$ cat config.mk
export PLATFORM = sky130hd
export DESIGN_NAME = mp3_tag_ctrl
export DESIGN_NICKNAME = d
export VERILOG_FILES = /design/src/rtl/mp3_tag_ctrl.sv
export SDC_FILE = /design/constraint.sdc
export NUM_CORES = 1
export LEC_CHECK = 0
export ABC_AREA = 1
export ABC_CLOCK_PERIOD_IN_PS = 4100
export CORE_ASPECT_RATIO = 0.8
export CORE_MARGIN = 4
export CORE_UTILIZATION = 29
export DETAILED_ROUTE_END_ITERATION = 12
export GPL_TIMING_DRIVEN = 1
export PLACE_DENSITY = 0.95
export SYNTH_ARGS = -nofsm -noshare
export SYNTH_HDL_FRONTEND = slang
export SYNTH_SLANG_ARGS = --single-unit
$ cat constraint.sdc
create_clock -name clk -period 4.1 [get_ports clk]
set_clock_uncertainty 0.1 [all_clocks]
set_input_delay 0.82 -clock clk [delete_from_list [all_inputs] [get_ports clk]]
set_output_delay 0.82 -clock clk [all_outputs]
set_load 0.03 [all_outputs]
$ cat src/rtl/mp3_tag_ctrl.sv
`default_nettype none
// ============================================================================
//  Module   : mp3_tag_ctrl
//  Purpose  : Tag-array controller in front of a single-port tag SRAM.
//             After reset, and on every flush request, it sweeps INIT_VALUE
//             into every entry, one write per cycle. Once the sweep is done
//             it serves read and write requests. A 1-bit round-robin pointer
//             decides which side wins when both request in the same cycle.
//  Ports    : clk, rst_n                    - clock, synchronous active-low reset
//             flush_req                     - pulse that starts a clear sweep
//             init_done                     - array is clear, requests are served
//             rd_valid/rd_ready/rd_addr     - read request handshake
//             rd_resp_valid/rd_resp_tag     - read response, one cycle after accept
//             wr_valid/wr_ready/wr_addr/wr_tag - write request handshake
//             sram_csb/sram_web/sram_addr/sram_din/sram_dout - SRAM port
//  Revision : 1.0 - initial release
// ============================================================================
module mp3_tag_ctrl #(
    parameter int                    DATA_WIDTH = 24,
    parameter int                    ADDR_WIDTH = 4,
    parameter logic [DATA_WIDTH-1:0] INIT_VALUE = '0
) (
    input  logic                  clk,
    input  logic                  rst_n,
    input  logic                  flush_req,
    output logic                  init_done,
    input  logic                  rd_valid,
    output logic                  rd_ready,
    input  logic [ADDR_WIDTH-1:0] rd_addr,
    output logic                  rd_resp_valid,
    output logic [DATA_WIDTH-1:0] rd_resp_tag,
    input  logic                  wr_valid,
    output logic                  wr_ready,
    input  logic [ADDR_WIDTH-1:0] wr_addr,
    input  logic [DATA_WIDTH-1:0] wr_tag,
    output logic                  sram_csb,
    output logic                  sram_web,
    output logic [ADDR_WIDTH-1:0] sram_addr,
    output logic [DATA_WIDTH-1:0] sram_din,
    input  logic [DATA_WIDTH-1:0] sram_dout
);

    localparam logic [0:0] c_ST_CLEAR = 1'b0;
    localparam logic [0:0] c_ST_RUN   = 1'b1;

    // The sweep counter carries one extra bit so that "one past the last
    // address" is a distinct value rather than wrapping back to 0.
    localparam logic [ADDR_WIDTH:0] c_CNT_END = {1'b1, {ADDR_WIDTH{1'b0}}};
    localparam logic [ADDR_WIDTH:0] c_CNT_ONE = {{ADDR_WIDTH{1'b0}}, 1'b1};

    logic [0:0]          r_state;
    logic [0:0]          w_state_nxt;
    logic [ADDR_WIDTH:0] r_cnt;
    logic [ADDR_WIDTH:0] w_cnt_nxt;
    logic [ADDR_WIDTH:0] w_cnt_inc;
    logic                r_rr_ptr;
    logic                r_rd_resp_valid;

    logic w_in_run;
    logic w_in_clear;
    logic w_serve;
    logic w_contest;
    logic w_rd_go;
    logic w_wr_go;

    // Every output is gated by rst_n so the SRAM stays idle and no handshake
    // is offered during cycles in which reset is held.
    assign w_in_run   = rst_n && (r_state == c_ST_RUN);
    assign w_in_clear = rst_n && (r_state == c_ST_CLEAR);
    assign w_serve    = w_in_run && !flush_req;
    assign w_contest  = rd_valid && wr_valid;

    // A lone requester always wins. When both request, the pointer decides.
    assign rd_ready = w_serve && (!wr_valid || !r_rr_ptr);
    assign wr_ready = w_serve && (!rd_valid ||  r_rr_ptr);
    assign w_rd_go  = rd_valid && rd_ready;
    assign w_wr_go  = wr_valid && wr_ready;

    assign init_done     = w_in_run;
    assign rd_resp_valid = r_rd_resp_valid && rst_n;
    assign rd_resp_tag   = sram_dout;

    assign w_cnt_inc = r_cnt + c_CNT_ONE;

    // Next-state logic.
    always_comb begin
        w_state_nxt = r_state;
        w_cnt_nxt   = r_cnt;
        case (r_state)
            c_ST_CLEAR: begin
                // flush_req is not looked at here: a sweep neither restarts
                // nor extends.
                if (w_cnt_inc == c_CNT_END) begin
                    w_state_nxt = c_ST_RUN;
                    w_cnt_nxt   = '0;
                end else begin
                    w_cnt_nxt = w_cnt_inc;
                end
            end
            default: begin
                if (flush_req) begin
                    w_state_nxt = c_ST_CLEAR;
                    w_cnt_nxt   = '0;
                end
            end
        endcase
    end

    // SRAM drive. The SRAM gets one access per cycle, chosen by the grant.
    always_comb begin
        sram_csb  = 1'b1;
        sram_web  = 1'b1;
        sram_addr = '0;
        sram_din  = '0;
        if (w_in_clear) begin
            sram_csb  = 1'b0;
            sram_web  = 1'b0;
            sram_addr = r_cnt[ADDR_WIDTH-1:0];
            sram_din  = INIT_VALUE;
        end else if (w_rd_go) begin
            sram_csb  = 1'b0;
            sram_addr = rd_addr;
        end else if (w_wr_go) begin
            sram_csb  = 1'b0;
            sram_web  = 1'b0;
            sram_addr = wr_addr;
            sram_din  = wr_tag;
        end
    end

    always_ff @(posedge clk) begin
        if (!rst_n) begin
            r_state         <= c_ST_CLEAR;
            r_cnt           <= '0;
            r_rr_ptr        <= 1'b0;
            r_rd_resp_valid <= 1'b0;
        end else begin
            r_state         <= w_state_nxt;
            r_cnt           <= w_cnt_nxt;
            // The pointer only moves after a grant that was actually
            // contested, so an uncontested port never loses its turn.
            r_rr_ptr        <= r_rr_ptr ^ (w_serve && w_contest);
            // The response is registered, so a flush in the cycle after a
            // read accept does not cancel it.
            r_rd_resp_valid <= w_rd_go;
        end
    end

endmodule
`default_nettype wire

-- Word level (Yosys, flattened, before mapping)
Cells that the tools add are included.
- multiplexer cells: 17
- bitwise logic cells: 2
- reductions and logical operators: 16
- add/sub/neg operators: 1
- equal/unequal tests: 2
- operators by type and width (cell ; number):
    24-bit 2-to-1 mux ; 3
    5-bit 2-to-1 mux ; 3
    4-bit 2-to-1 mux ; 3
    1-bit logical AND ; 10
    1-bit 2-to-1 mux ; 8
    5-bit by 1-bit adder with 5-bit output (second input constant) ; 1
    5-bit == test (second input constant) ; 1
    1-bit zero test ; 4
    1-bit logical OR ; 2
    2-bit != test (second input constant) ; 1
    1-bit NOT ; 1
    1-bit bitwise XOR ; 1
- output and inout port bits: 58
- logic and storage cells: 42
- register bits after elaboration: 8
- input port bits: 61

-- Logic depth before layout (Yosys ltp)
- depth in word-level cells: 7
- depth in mapped cells: 7
- gate-level depth less buffers: 7

-- Worst setup path before layout
No wires, ideal clock.
- kind: in2out
- start point: input flush_req
- end point: output sram_din[10]
- required time: 3.180 ns
- stages: 6
- path buffers: 1
- path slack: 1.523 ns
- data arrival time: 1.657 ns
- cells stage by stage: nor2_4 -> nand2_4 -> inv_6 -> nand3_4 -> buf_6 -> nor2_2
- longest elaborated chain between the ends: 7
- elaborated cells between the ends (all ways): 9
- classes of those cells: mux (3); reduce/logical (6)
- RTL lines (element ; line ; RTL):
    start: declaration ; 25 ; input logic flush_req,
    1-bit zero test (*) ; 70 ; assign w_serve = w_in_run && !flush_req;
    1-bit logical AND (*) ; 70 ;
    1-bit logical AND ; 75 ; assign wr_ready = w_serve && (!rd_valid || r_rr_ptr);
    1-bit logical AND ; 77 ; assign w_wr_go = wr_valid && wr_ready;
    24-bit 2-to-1 mux ; 123 ; end else if (w_wr_go) begin
    24-bit 2-to-1 mux (*) ; 120 ; end else if (w_rd_go) begin
    24-bit 2-to-1 mux (*) ; 115 ; if (w_in_clear) begin
    end: declaration ; 39 ; output logic [DATA_WIDTH-1:0] sram_din,
Mark *: on every way between the ends. The rest lies on a longest branch, timed or not.

-- Worst setup path in the final report
- start point: input rst_n
- end point: output sram_din[1]
- longest elaborated chain between the ends: 7
- elaborated cells between the ends (all ways): 10
- classes of those cells: mux (3); reduce/logical (7)
- RTL lines (element ; line ; RTL):
    start: declaration ; 24 ; input logic rst_n,
    1-bit logical AND ; 68 ; assign w_in_run = rst_n && (r_state == c_ST_RUN);
    1-bit logical AND ; 70 ;
    1-bit logical AND ; 75 ;
    1-bit logical AND ; 77 ;
    24-bit 2-to-1 mux ; 123 ;
    24-bit 2-to-1 mux ; 120 ;
    24-bit 2-to-1 mux (*) ; 115 ;
Marks and branches as above.

==> flow_summary.yaml <==
routing:
  vias: 1037
  first_pass_iters: 4
  drcViolationCount: 0
  drt_iter0_markers: 37
  ant_nets: 0
  wl_um: 2890
  vias_per_cell: 4.27
  routedWlPerCell_um: 11.9
logic_synthesis:
  ys_warn_count: 0
  syn_area_per_cell_sq_um: 6.22
  synth.distinct_cells: 21
  synth_nets: 219
  synth-seq-area-share_pct: 16.4
  yosys_register_bits: 8
  syn_area_sq_um: 977
  netlist_instances: 157
placement:
  post-place-ws_ns: 0.250
  gp_congestion: 0.849
  place_area_sq_um: 1520
  placed_cells: 240
  hpwl_um: 2500
  portBuffers: 70
timing:
  finalCritPeriodShare_pct: 92.8
  period_needed_ns: 3.80
  worst_pin_slew_ns: 0.408
  drv_slew: 0
  final_hold_viol_count: 0
  setup_viol: 0
  fin_ws_ns: 0.297
  fin_setup_tns_ns: 0
  fmax_mhz: 263
  grt_setup_unrepaired: "false"
  maxSlewHeadroom_pct: 72.8
final_layout:
  final_cell_mix: "clkdlybuf4s50_1 (70), inv_1 (35), nand2_1 (28)"
  nNetsFinal: 267
  final_common_cell: "clkdlybuf4s50_1"
  post-route-cell-area_sq_um: 1560
  fin_cells: 243
  drive_above_1_share_pct: 14.8
  n_antenna_cell: 0
  area_growth_pct: 59.9
floorplanning:
  die_h_um: 59.9
  fp.dieW_um: 72.9
  ios: 119
  core_area_sq_um: 3150
  rows: 18
  start_util_pct: 31.0
  die_area_sq_um: 4370
global_route:
  met1_usage_pct: 13.6
  grt_pass1_vias: 968
  grtUsageMet2_pct: 21.7
  grt_overflow: 0
  grt_max_degree: 26
  grt-busiest-layer: "met2"
  grt_pass1_wl_um: 4300
  antenna_found_initial: 0
  grt_util_met3_pct: 8.40
  grt.total_usage_pct: 12.9
pwr:
  peakVddDrop_mv: 0.147
  total_power_w: 0.000243
  p_leak_nw: 0.729
  power_density_nw_per_um2: 156
critical_path:
  rr_worst_depth: 6
  arrival_ns: 2.88
  startpoint_type: "primary input"
  r2r-start: "r_cnt[0]"
  worst_setup_path_end_kind: "output pin"
  reg2reg_slack_ns: 2.79
  path_class: "in -> out"
  cp.required_ns: 3.18
  critPathMaxFanout: 25
  reg2reg_to: "r_cnt[0]"
clock_network:
  hold_buffers: 0
  postCtsSetupRepairBufs: 0
  cts_resized: 0
  clkSlewWorstSetupHoldPaths_ns: 0.04
  cts_made_buffers: 3
  clockBufferDepth: 2
  ctsHtreeMaxLevel: 1
  clock-sinks: 8
  insertion_delay_ns: 0.23
  cts_tree: "yes"
  clock-root-buffer: "clkbuf_8"
min_path:
  hold_class: "reg -> reg"
  min_to: "r_cnt[4]"
  min_from: "r_cnt[4]"
  hold_path_depth: 2
status:
  status: "finished clean"
job:
  drv_cap: 0
==> power by group <==
part | internal, W | switching (W)
sequential | 0.0000807 | 0.00000378
combinational | 0.0000399 | 0.0000252
clock | 0.0000635 | 0.0000303
==> metal layers <==
| layer | part of all wire [%] | vias up | wire [um] |
|---|---|---|---|
| li1 | - | 538 | - |
| met1 | 37 | 439 | 1060 |
| met2 | 48 | 58 | 1390 |
| met3 | 15 | 2 | 424 |
| met4 | 0.52 | 0 | 15 |
| met5 | 0 | - | 0 |
==> layout make-up <==
cell class / count / area [sq um]
Sequential cell: 8 / 160
Tap cell: 40 / 50.0
Inverter: 37 / 144
Clock buffer: 3 / 41.3
Fill cell: 316 / 1590
Timing Repair Buffer: 70 / 701
Multi-Input combinational cell: 85 / 467
==> worst max-delay path by stage <==
stage	startpoint	to	slack, ns	cells after the start
2_1_floorplan	flush_req	sram_din[10]	1.52	6
5_1_grt	flush_req	sram_din[1]	0.15	7
4_1_cts	rst_n	sram_din[1]	0.25	6
3_5_place_dp	flush_req	sram_din[1]	0.25	7
3_3_place_gp	rst_n	sram_din[2]	0.37	6
6_report	rst_n	sram_din[1]	0.30	6
==> cell usage after synthesis <==
master / count / area share, %
nor2_2: 21 / 13
o21ai_0: 1 / 0.51
clkbuf_1: 1 / 0.38
nor2_1: 8 / 3.1
buf_4: 24 / 18
inv_2: 1 / 0.38
nand4_1: 7 / 4.5
a21oi_1: 3 / 1.5
inv_6: 1 / 0.90
nor3_4: 1 / 1.7
nand3_4: 1 / 1.8
nor2_4: 1 / 1.2
nand2_1: 28 / 11
dfxtp_1: 8 / 16
ha_1: 1 / 1.3
buf_6: 2 / 2.3
a22o_1: 1 / 0.90
inv_1: 35 / 13
nand3_1: 10 / 5.1
xor2_1: 1 / 0.90
nand2_4: 1 / 1.2
==> flip-flops by register name (all words and copies together), names as in the netlist <==
register,count
r_rd_resp_valid,1
r_state,1
r_cnt,5
r_rr_ptr,1
==> cells by family (layout without fill, tap and decap cells) <==
| logic type | after synthesis | after routing | share of synthesized area [%] |
|---|---|---|---|
| flip-flops | 8 | 8 | 16.4 |
| adder cells (fa/ha/maj) | 1 | 1 | 1.28 |
| buffers and inverters | 64 | 110 | 35.9 |
| XOR/XNOR | 1 | 1 | 0.896 |
| AND/OR/NAND/NOR | 78 | 78 | 42.6 |
| AO/OA/AOI/OAI | 5 | 5 | 2.94 |
==> through the flow <==
| stage | util, % | hold WS (ns) |
|---|---|---|
| after floorplan | - | 0.343 |
| after global placement | 48.3 | 0.359 |
| after detailed placement | 48.3 | 0.379 |
| after CTS | 49.6 | 0.384 |
| after global routing | 49.6 | 0.399 |
| final | 49.6 | 0.392 |
==> critical path: stages <==
cell	delay (ns)
clkdlybuf4s50_1	0.59
nand2_4	0.12
inv_6	0.10
nand3_4	0.30
nor2_1	0.23
clkdlybuf4s50_1	0.72
No activity file was read; power rests on OpenSTA's default activity.
